**src/rtl/uart_pkg.sv**
```systemverilog
// Shared UART definitions: RX FSM state type, prescale constants and parity polarity.
package uart_pkg;

    typedef enum logic [2:0] {
        ST_IDLE,
        ST_START,
        ST_DATA,
        ST_PARITY,
        ST_STOP
    } uart_rx_state_e;

    localparam int unsigned PRESCALE_8       = 8;
    localparam int unsigned PRESCALE_16      = 16;
    localparam int unsigned PRESCALE_32      = 32;
    localparam int unsigned PRESCALE_DEFAULT = PRESCALE_16;

    localparam logic PAR_EVEN = 1'b0;
    localparam logic PAR_ODD  = 1'b1;

endpackage

```
**src/rtl/uart_rx_sampler.sv**
```systemverilog
// RX line synchronizer plus 3-sample majority vote around the middle of each bit period.
module uart_rx_sampler #(
    parameter int unsigned PRESCALE_W  = 6,
    parameter int unsigned SYNC_STAGES = 2
) (
    input  logic                  clk_i,
    input  logic                  rst_i,
    input  logic                  rx_i,
    input  logic [PRESCALE_W-1:0] edge_cnt_i,
    input  logic [PRESCALE_W-1:0] prescale_i,
    output logic                  rx_s_o,
    output logic                  sampled_bit_o,
    output logic                  sample_done_o
);

    logic [SYNC_STAGES-1:0] sync_q;
    logic [2:0]             smp_q, smp_d;
    logic [PRESCALE_W-1:0]  half;

    always_ff @(posedge clk_i or posedge rst_i) begin
        if (rst_i) begin
            sync_q <= '1;
            smp_q  <= '0;
        end else begin
            sync_q <= {sync_q[SYNC_STAGES-2:0], rx_i};
            smp_q  <= smp_d;
        end
    end

    assign rx_s_o = sync_q[SYNC_STAGES-1];

    always_comb begin
        half  = prescale_i >> 1;
        smp_d = smp_q;
        if (edge_cnt_i == half - PRESCALE_W'(1)) smp_d[0] = rx_s_o;
        if (edge_cnt_i == half)                  smp_d[1] = rx_s_o;
        if (edge_cnt_i == half + PRESCALE_W'(1)) smp_d[2] = rx_s_o;
    end

    // The third sample lands in smp_q one cycle after it is taken, hence P/2+2.
    assign sampled_bit_o = (smp_q[0] & smp_q[1]) | (smp_q[0] & smp_q[2]) | (smp_q[1] & smp_q[2]);
    assign sample_done_o = (edge_cnt_i == half + PRESCALE_W'(2));

endmodule

```
**src/rtl/uart_rx_frame.sv**
```systemverilog
// UART receive frame deserializer: start detect, LSB-first data, optional parity, stop check.
module uart_rx_frame
    import uart_pkg::*;
#(
    parameter int unsigned DATA_W      = 8,
    parameter int unsigned PRESCALE_W  = 6,
    parameter int unsigned SYNC_STAGES = 2
) (
    input  logic                  i_clk,
    input  logic                  i_rst,
    input  logic                  i_RX_IN,
    input  logic                  i_PAR_EN,
    input  logic                  i_PAR_TYP,
    input  logic [PRESCALE_W-1:0] i_Prescale,
    output logic [DATA_W-1:0]     o_P_DATA,
    output logic                  o_data_valid,
    output logic                  o_par_err,
    output logic                  o_stp_err
);

    localparam int unsigned BIT_W = (DATA_W > 1) ? $clog2(DATA_W) : 1;

    uart_rx_state_e        state_q, state_d;
    logic [PRESCALE_W-1:0] edge_q, edge_d;
    logic [PRESCALE_W-1:0] p_q, p_d;
    logic [BIT_W-1:0]      bit_q, bit_d;
    logic [DATA_W-1:0]     shift_q, shift_d;
    logic [DATA_W-1:0]     data_q, data_d;
    logic                  valid_q, valid_d;
    logic                  par_err_q, par_err_d;
    logic                  stp_err_q, stp_err_d;
    logic                  rx_prev_q;

    logic                  rx_s, sampled_bit, sample_done;
    logic                  edge_last, exp_par;
    logic [PRESCALE_W-1:0] presc_legal;

    uart_rx_sampler #(
        .PRESCALE_W (PRESCALE_W),
        .SYNC_STAGES(SYNC_STAGES)
    ) u_sampler (
        .clk_i        (i_clk),
        .rst_i        (i_rst),
        .rx_i         (i_RX_IN),
        .edge_cnt_i   (edge_q),
        .prescale_i   (p_q),
        .rx_s_o       (rx_s),
        .sampled_bit_o(sampled_bit),
        .sample_done_o(sample_done)
    );

    always_comb begin
        case (i_Prescale)
            PRESCALE_W'(PRESCALE_8),
            PRESCALE_W'(PRESCALE_16),
            PRESCALE_W'(PRESCALE_32): presc_legal = i_Prescale;
            default:                  presc_legal = PRESCALE_W'(PRESCALE_DEFAULT);
        endcase
    end

    assign edge_last = (edge_q == p_q - PRESCALE_W'(1));
    assign exp_par   = (i_PAR_TYP == PAR_ODD) ? ~(^shift_q) : (^shift_q);

    always_ff @(posedge i_clk or posedge i_rst) begin
        if (i_rst) begin
            state_q   <= ST_IDLE;
            edge_q    <= '0;
            p_q       <= '0;
            bit_q     <= '0;
            shift_q   <= '0;
            data_q    <= '0;
            valid_q   <= 1'b0;
            par_err_q <= 1'b0;
            stp_err_q <= 1'b0;
            rx_prev_q <= 1'b1;
        end else begin
            state_q   <= state_d;
            edge_q    <= edge_d;
            p_q       <= p_d;
            bit_q     <= bit_d;
            shift_q   <= shift_d;
            data_q    <= data_d;
            valid_q   <= valid_d;
            par_err_q <= par_err_d;
            stp_err_q <= stp_err_d;
            rx_prev_q <= rx_s;
        end
    end

    always_comb begin
        state_d   = state_q;
        edge_d    = edge_q;
        p_d       = p_q;
        bit_d     = bit_q;
        shift_d   = shift_q;
        data_d    = data_q;
        valid_d   = 1'b0;
        par_err_d = par_err_q;
        stp_err_d = stp_err_q;

        unique case (state_q)
            ST_IDLE: begin
                edge_d = '0;
                // Falling edge only, so a held-low line (break) cannot re-trigger.
                if (rx_prev_q && !rx_s) begin
                    state_d   = ST_START;
                    p_d       = presc_legal;
                    par_err_d = 1'b0;
                    stp_err_d = 1'b0;
                end
            end
            ST_START: begin
                edge_d = edge_q + PRESCALE_W'(1);
                if (sample_done && sampled_bit) begin
                    state_d = ST_IDLE;
                    edge_d  = '0;
                end else if (edge_last) begin
                    state_d = ST_DATA;
                    edge_d  = '0;
                    bit_d   = '0;
                end
            end
            ST_DATA: begin
                edge_d = edge_q + PRESCALE_W'(1);
                if (sample_done) shift_d = {sampled_bit, shift_q[DATA_W-1:1]};
                if (edge_last) begin
                    edge_d = '0;
                    if (bit_q == BIT_W'(DATA_W - 1)) begin
                        bit_d   = '0;
                        state_d = i_PAR_EN ? ST_PARITY : ST_STOP;
                    end else begin
                        bit_d = bit_q + BIT_W'(1);
                    end
                end
            end
            ST_PARITY: begin
                edge_d = edge_q + PRESCALE_W'(1);
                if (sample_done && (sampled_bit != exp_par)) par_err_d = 1'b1;
                if (edge_last) begin
                    state_d = ST_STOP;
                    edge_d  = '0;
                end
            end
            ST_STOP: begin
                edge_d = edge_q + PRESCALE_W'(1);
                if (sample_done) begin
                    stp_err_d = stp_err_q | ~sampled_bit;
                    if (!par_err_q && !stp_err_q && sampled_bit) begin
                        data_d  = shift_q;
                        valid_d = 1'b1;
                    end
                    state_d = ST_IDLE;
                    edge_d  = '0;
                end
            end
            default: begin
                state_d = ST_IDLE;
                edge_d  = '0;
            end
        endcase
    end

    assign o_P_DATA     = data_q;
    assign o_data_valid = valid_q;
    assign o_par_err    = par_err_q;
    assign o_stp_err    = stp_err_q;

endmodule

```
**config.mk**
```make
export PLATFORM = sky130hd
export DESIGN_NAME = uart_rx_frame
export DESIGN_NICKNAME = d
export VERILOG_FILES = /design/src/rtl/uart_pkg.sv /design/src/rtl/uart_rx_sampler.sv /design/src/rtl/uart_rx_frame.sv
export SDC_FILE = /design/constraint.sdc
export NUM_CORES = 1
export LEC_CHECK = 0
export CORE_ASPECT_RATIO = 0.9
export CORE_MARGIN = 5
export CORE_UTILIZATION = 55
export DETAILED_ROUTE_END_ITERATION = 8
export PLACE_DENSITY = 0.86
export SYNTH_ARGS = -nofsm -noshare
export SYNTH_HDL_FRONTEND = slang
export SYNTH_SLANG_ARGS = --single-unit
```
**constraint.sdc**
```tcl
create_clock -name i_clk -period 5.7 [get_ports i_clk]
set_input_delay 0.57 -clock i_clk [delete_from_list [all_inputs] [get_ports i_clk]]
set_output_delay 0.57 -clock i_clk [all_outputs]
set_load 0.03 [all_outputs]
```
Word-level counts from Yosys, hierarchy flattened
Index checks and enable logic that the tools add are counted.
Widths: inputs -> output; s select.

word-level totals
  memories = 0
  output and inout bits = 11
  latch bits = 0
  memory bits (read-only) = 0
  logic and storage cells = 101
  register bits after elaboration = 43
  input port bits = 11
  memory bits (writable) = 0

cells by class
  bitwise operators = 8
  mux-type cells = 28
  reduce and logical (&&, ||, !) cells = 22
  multiply operators = 0
  $add $sub $neg = 6
  equal/unequal tests = 23
  divide/modulo/power cells = 0
  shift-type cells = 0
  $lt $le $gt $ge = 0

operators by type and width
  operator             count
  $mux 3               12
  $eq 6x6->1           4
  $mux 6               4
  $pmux 6 s3           1
  $ne 2x2->1 const B   8
  $pmux 3 s5           1
  $reduce_and 3->1     3
  $reduce_xor 8->1     1
  $mux 1               7
  $add 5x1->6 const B  1
  $add 5x2->6 const B  1
  $add 6x1->6 const B  1
  $eq 3x2->1 const B   2
  $eq 3x3->1 const B   2
  $eq 6x4->1 const B   1
  $eq 6x5->1           1
  $eq 6x5->1 const B   1
  $eq 6x6->1 const B   1
  $pmux 3 s2           1
  $reduce_and 6->1     1
  $reduce_bool 2->1    3
  $sub 5x1->6 const B  1
  $sub 6x1->6 const B  1
  $logic_and 1x1->1    5
  14 further kinds     23

Depth between registers and ports, before layout
  word-level depth = 7
  gate-level depth with buffers = 10
  gate-level depth less buffers = 8

Hierarchy
Synthesis repeated with hierarchy kept, for this count alone.

unflattened totals
  cells, all modules = 232
  area total of the unflattened synthesis = 2513.7 sq um

by module, submodules not included
  module           cells each  area an instance (sq um)  sequential area each (sq um)  times used
  uart_rx_frame    163         1894.3                    952.2                         1
  uart_rx_sampler  69          619.3                     127.6                         1

Least setup slack after synthesis
Ideal clock, no wire load.

  path type = reg-to-reg
  start point = register p_q[3]
  end point = register data_q[0], in the netlist o_P_DATA[0]
  data required time = 5.572 ns
  setup time = 0.128 ns
  buffers on the path = 2
  period minus slack after synthesis = 2.532 ns
  data arrival time = 2.404 ns
  cell stages (with the launch flop) = 10
  setup slack = 3.168 ns
  path through = dfrtp_1 > buf_1 > inv_1 > ha_1 > xnor2_1 > nand2_1 > a2111oi_4 > and3_1 > buf_4 > mux2_1

on the way
  longest elaborated chain between the ends = 3

ends and longest elaborated chain
  item                        line                   RTL
  start, declared             uart_rx_frame.sv:25    logic [PRESCALE_W-1:0] p_q, p_d;
  start signal, assigned      uart_rx_frame.sv:79    p_q <= p_d;
  $add 5x2->6                 uart_rx_sampler.sv:42  assign sample_done_o = (edge_cnt_i == half + PRESCALE_W'(2));
  $eq 6x6->1                  uart_rx_sampler.sv:42
  $reduce_and 3->1 (no line)  --
  end signal, assigned        uart_rx_frame.sv:82    data_q <= data_d;
  end, declared               uart_rx_frame.sv:28    logic [DATA_W-1:0] data_q, data_d;

No other way between the ends.
A chain may end at the register's enable or synchronous reset.

Worst setup path after layout
  start point = register p_q[3]
  end point = register data_q[4], in the netlist o_P_DATA[4]

The elaborated chain is that of the path after synthesis.

==> impl_metrics.csv <==
group,metric,value,unit
critical_path,r2r_setup_slack,2690,ps
critical_path,path_cells,"ha_1 > o21ba_1 > a221o_1 > a2111oi_4 > and3_1 > mux2_1",
global_routing,antenna_found_initial,0,
power_and_ir_drop,power_density,201,nW/um^2
die,die_h,73.4,um
global_routing,grt_pass1_vias,1731,
global_routing,grt_pass1_wl,8.14,mm
power_and_ir_drop,switchingPower,0.116,mW
cells_and_area,design_area,2810,um^2
place,placed_area,2690,um^2
hold_path,worstHoldStart,"u_sampler.sync_q[0]",
clocking,cts_tree,"done",
synth,ys_async_sr_fraction,1.00,
synth,synth-edff-count,0,
synth,ys_ff_latch,43,
cells_and_area,fin_cells,313,
detailed_routing,viasPerCell,5.77,
synth,syn_area,2460,um^2
cells_and_area,diodes,0,
detailed_routing,drc,0,
critical_path,r2r_start,"p_q[3]",
global_routing,grt_max_degree,44,
place,hpwl,3.46,mm
critical_path,crit_family,"compound AO/OA/AOI/OAI gates",
detailed_routing,wl,4.85,mm
timing,fin_crit_sh,0.528,
critical_path,crit_cells,6,
detailed_routing,postRouteAntennaNets,0,
power_and_ir_drop,combPwrFrac,0.034,
clocking,cts.root.buffer_cell,"clkbuf_8",
power_and_ir_drop,switching_share,0.206,
die,io_pins,22,
timing,rsz0062_at_grt,"no",
synth,synth_fp_nets,254,
timing,maxSlewViolCount,0,
die,dieArea,5910,um^2
critical_path,ff2ff_path_depth,6,
critical_path,crit_start,"p_q[3]",
timing,worst_pin_slew,646,ps
die,initial_utilization,0.558,
place,placed_cells,305,
cells_and_area,multiInputGateArea,1280,um^2
run_status,outcome,"completed",
synth,synthCells,233,
power_and_ir_drop,intPower,0.448,mW
timing,setup_viol,0,
synth,dominantRegCellSynth,"dfrtp_1",
timing,hold_violations,0,
timing,fin_setup_tns,0,ps
synth,syn_area_per_cell,10.6,um^2
clocking,htreeDepth,2,
die,core,4400,um^2
critical_path,worst-path-buf-inv,0,
critical_path,required,5880,ps
flow_run,cap_violations,0,
critical_path,arrival,3190,ps
clocking,cts-resized-gates,0,
cells_and_area,area_growth,14.1,%
place,gp_congestion,0.883,
clocking,cts_hold_buf,0,
detailed_routing,drt_iter0_drc,164,
critical_path,cp_max_fo,13,
critical_path,criticalPathCategory,"reg -> reg",
power_and_ir_drop,peakVddDrop,0.202,mV
cells_and_area,seqCellArea,1080,um^2
clocking,postCtsSetupRepairBufs,0,
power_and_ir_drop,leakage,1.24,nW
clocking,cts_buffers,5,
clocking,clk_pin_slew,80,ps
cells_and_area,final_nets,271,
clocking,cts.sinks,43,
clocking,clk_latency,300,ps
critical_path,worstSetupEndpointType,"register",
critical_path,crit_path_top_delay_cell,"a2111oi_4",
detailed_routing,route.detailed.wl_per_inst,15.5,um
timing,fin_crit,3010,ps
synth,yosysWarningCount,0,
hold_path,hold_class,"reg -> reg",
synth,synth_cell_types,48,
critical_path,crit_path_max_incr_delay,560,ps
hold_path,holdPathStages,0,
die,rows,23,
detailed_routing,dr.pass1.iters,4,
clocking,cts_buffer_depth,2,
critical_path,cp-start-kind,"register",
timing,finClkSkew,14.4,ps
power_and_ir_drop,clockPowerShare,0.417,
timing,fmax,333,MHz
synth,ys_seq_area_frac,0.439,
timing,max_slew_margin,0.566,
place,numPortBuffers,21,
die,die_x,80.5,um
cells_and_area,fillCellCount,343,
cells_and_area,post-route-util,0.637,
global_routing,grt_overflow_total,0,
cells_and_area,drive_gt1_frac,0.112,
detailed_routing,vias,1805,
power_and_ir_drop,seqPwrFrac,0.549,
global_routing,gr-usage-all-layers,0.180,
[path summary, 6_finish.rpt]
check,to
setup / recovery,o_P_DATA[4]
hold / removal,u_sampler.sync_q[1]
setup reg to reg,o_P_DATA[4]
hold reg to reg,u_sampler.sync_q[1]
max in group asynchronous,u_sampler.sync_q[0]
min in group asynchronous,shift_q[0]
[cells in the final DEF, fill, tap and decap left out, types with 2 or more instances in the layout]
cell / synthesis / routed
a21oi_1: 6 / 6
a31oi_1: 7 / 7
a32o_1: 2 / 2
and3_1: 3 / 3
clkbuf_8: 0 / 5
clkdlybuf4s50_1: 0 / 21
dfrtp_1: 40 / 40
dfstp_2: 3 / 3
ha_1: 10 / 10
inv_1: 11 / 11
mux2_1: 8 / 8
mux2_2: 11 / 11
nand2_1: 13 / 13
nand2b_1: 2 / 2
nand3_1: 11 / 11
nand3b_1: 2 / 2
nand4_1: 5 / 5
nor2_1: 17 / 17
nor2b_1: 4 / 4
nor3_1: 2 / 2
nor4_1: 2 / 2
o21ai_0: 8 / 8
o41ai_1: 2 / 2
xnor2_1: 22 / 22
xor2_1: 10 / 10
[cells by family (layout without fill, tap and decap cells)]
logic type / after synthesis / in the layout / synth area share
adders and majority gates: 11 / 11 / 0.0550
xor gates and xnor gates: 33 / 33 / 0.121
and+or+nand+nor: 66 / 66 / 0.135
DFF: 43 / 43 / 0.439
AOI/OAI and AO/OA: 37 / 37 / 0.112
buffers and inverters: 23 / 41 / 0.0417
muxes: 20 / 20 / 0.0962
[through the flow]
| step | worst slack, ps | hold WS [ps] | total power, mW |
|---|---|---|---|
| after global routing | 2490 | 369 | 0.584 |
| after CTS | 2700 | 363 | 0.571 |
| after global placement | 2820 | 346 | 0.335 |
| after floorplan | 3170 | 345 | 0.325 |
| after detailed placement | 2720 | 353 | 0.335 |
| final | 2690 | 361 | 0.564 |
[worst register-to-register path: cells and delay by family, from the launching register on]
family | cells | cell delay, ps
flip-flops | 1 | 550
adder cells (fa/ha/maj) | 1 | 330
AO/OA/AOI/OAI | 3 | 1140
AND/OR/NAND/NOR | 1 | 510
multiplexers | 1 | 370
[registers in the layout (all words and copies together), names as in the netlist]
signal and count:
rx_prev_q 1, state_q 3, o_P_DATA 8, o_stp_err 1, edge_q 6, o_data_valid 1, u_sampler.smp_q 3, p_q 6
u_sampler.sync_q 2, o_par_err 1, shift_q 8, bit_q 3
[metal layers]
layer | vias up | part of all wire | global-route usage
li1 | 855 | - | -
met1 | 895 | 0.45 | 0.247
met2 | 49 | 0.49 | 0.289
met3 | 6 | 0.053 | 0.0392
met4 | 0 | 0.010 | 0.0488
met5 | - | 0 | 0
[cell usage after synthesis (2+ instances only)]
cell type	instances	area [um^2]
ha_1	10	125
a32o_1	2	20.0
xnor2_1	22	193
nor3_1	2	10.0
mux2_1	8	90.1
nor2_1	17	63.8
nand3b_1	2	15.0
nor4_1	2	12.5
a31oi_1	7	43.8
mux2_2	11	124
inv_1	11	41.3
buf_4	2	15.0
nand4_1	5	31.3
clkbuf_1	7	26.3
nand2b_1	2	12.5
and3_1	3	18.8
o41ai_1	2	17.5
dfrtp_1	40	1000
dfstp_2	3	78.8
o21ai_0	8	40.0
xor2_1	10	87.6
a21oi_1	6	30.0
nor2b_1	4	25.0
nand3_1	11	55.1
nand2_1	13	48.8
[power by group through the flow]
| stage | Clock (mW) | Sequential [mW] | Combinational, mW |
|---|---|---|---|
| 2_1_floorplan | 0 | 0.315 | 0.00970 |
| 3_3_place_gp | 0 | 0.315 | 0.0195 |
| 3_5_place_dp | 0 | 0.316 | 0.0199 |
| 4_1_cts | 0.241 | 0.310 | 0.0200 |
| 5_1_grt | 0.253 | 0.310 | 0.0219 |
| 6_report | 0.235 | 0.310 | 0.0194 |
[layout make-up]
type / count / area share
Timing Repair Buffer: 22 / 0.0776
Multi-Input combinational cell: 167 / 0.455
Clock buffer: 5 / 0.0245
Sequential cell: 43 / 0.385
Inverter: 11 / 0.0147
Tap cell: 62 / 0.0277
Clock inverter: 3 / 0.0156
Note: power is estimated with default switching activity, not from simulation.
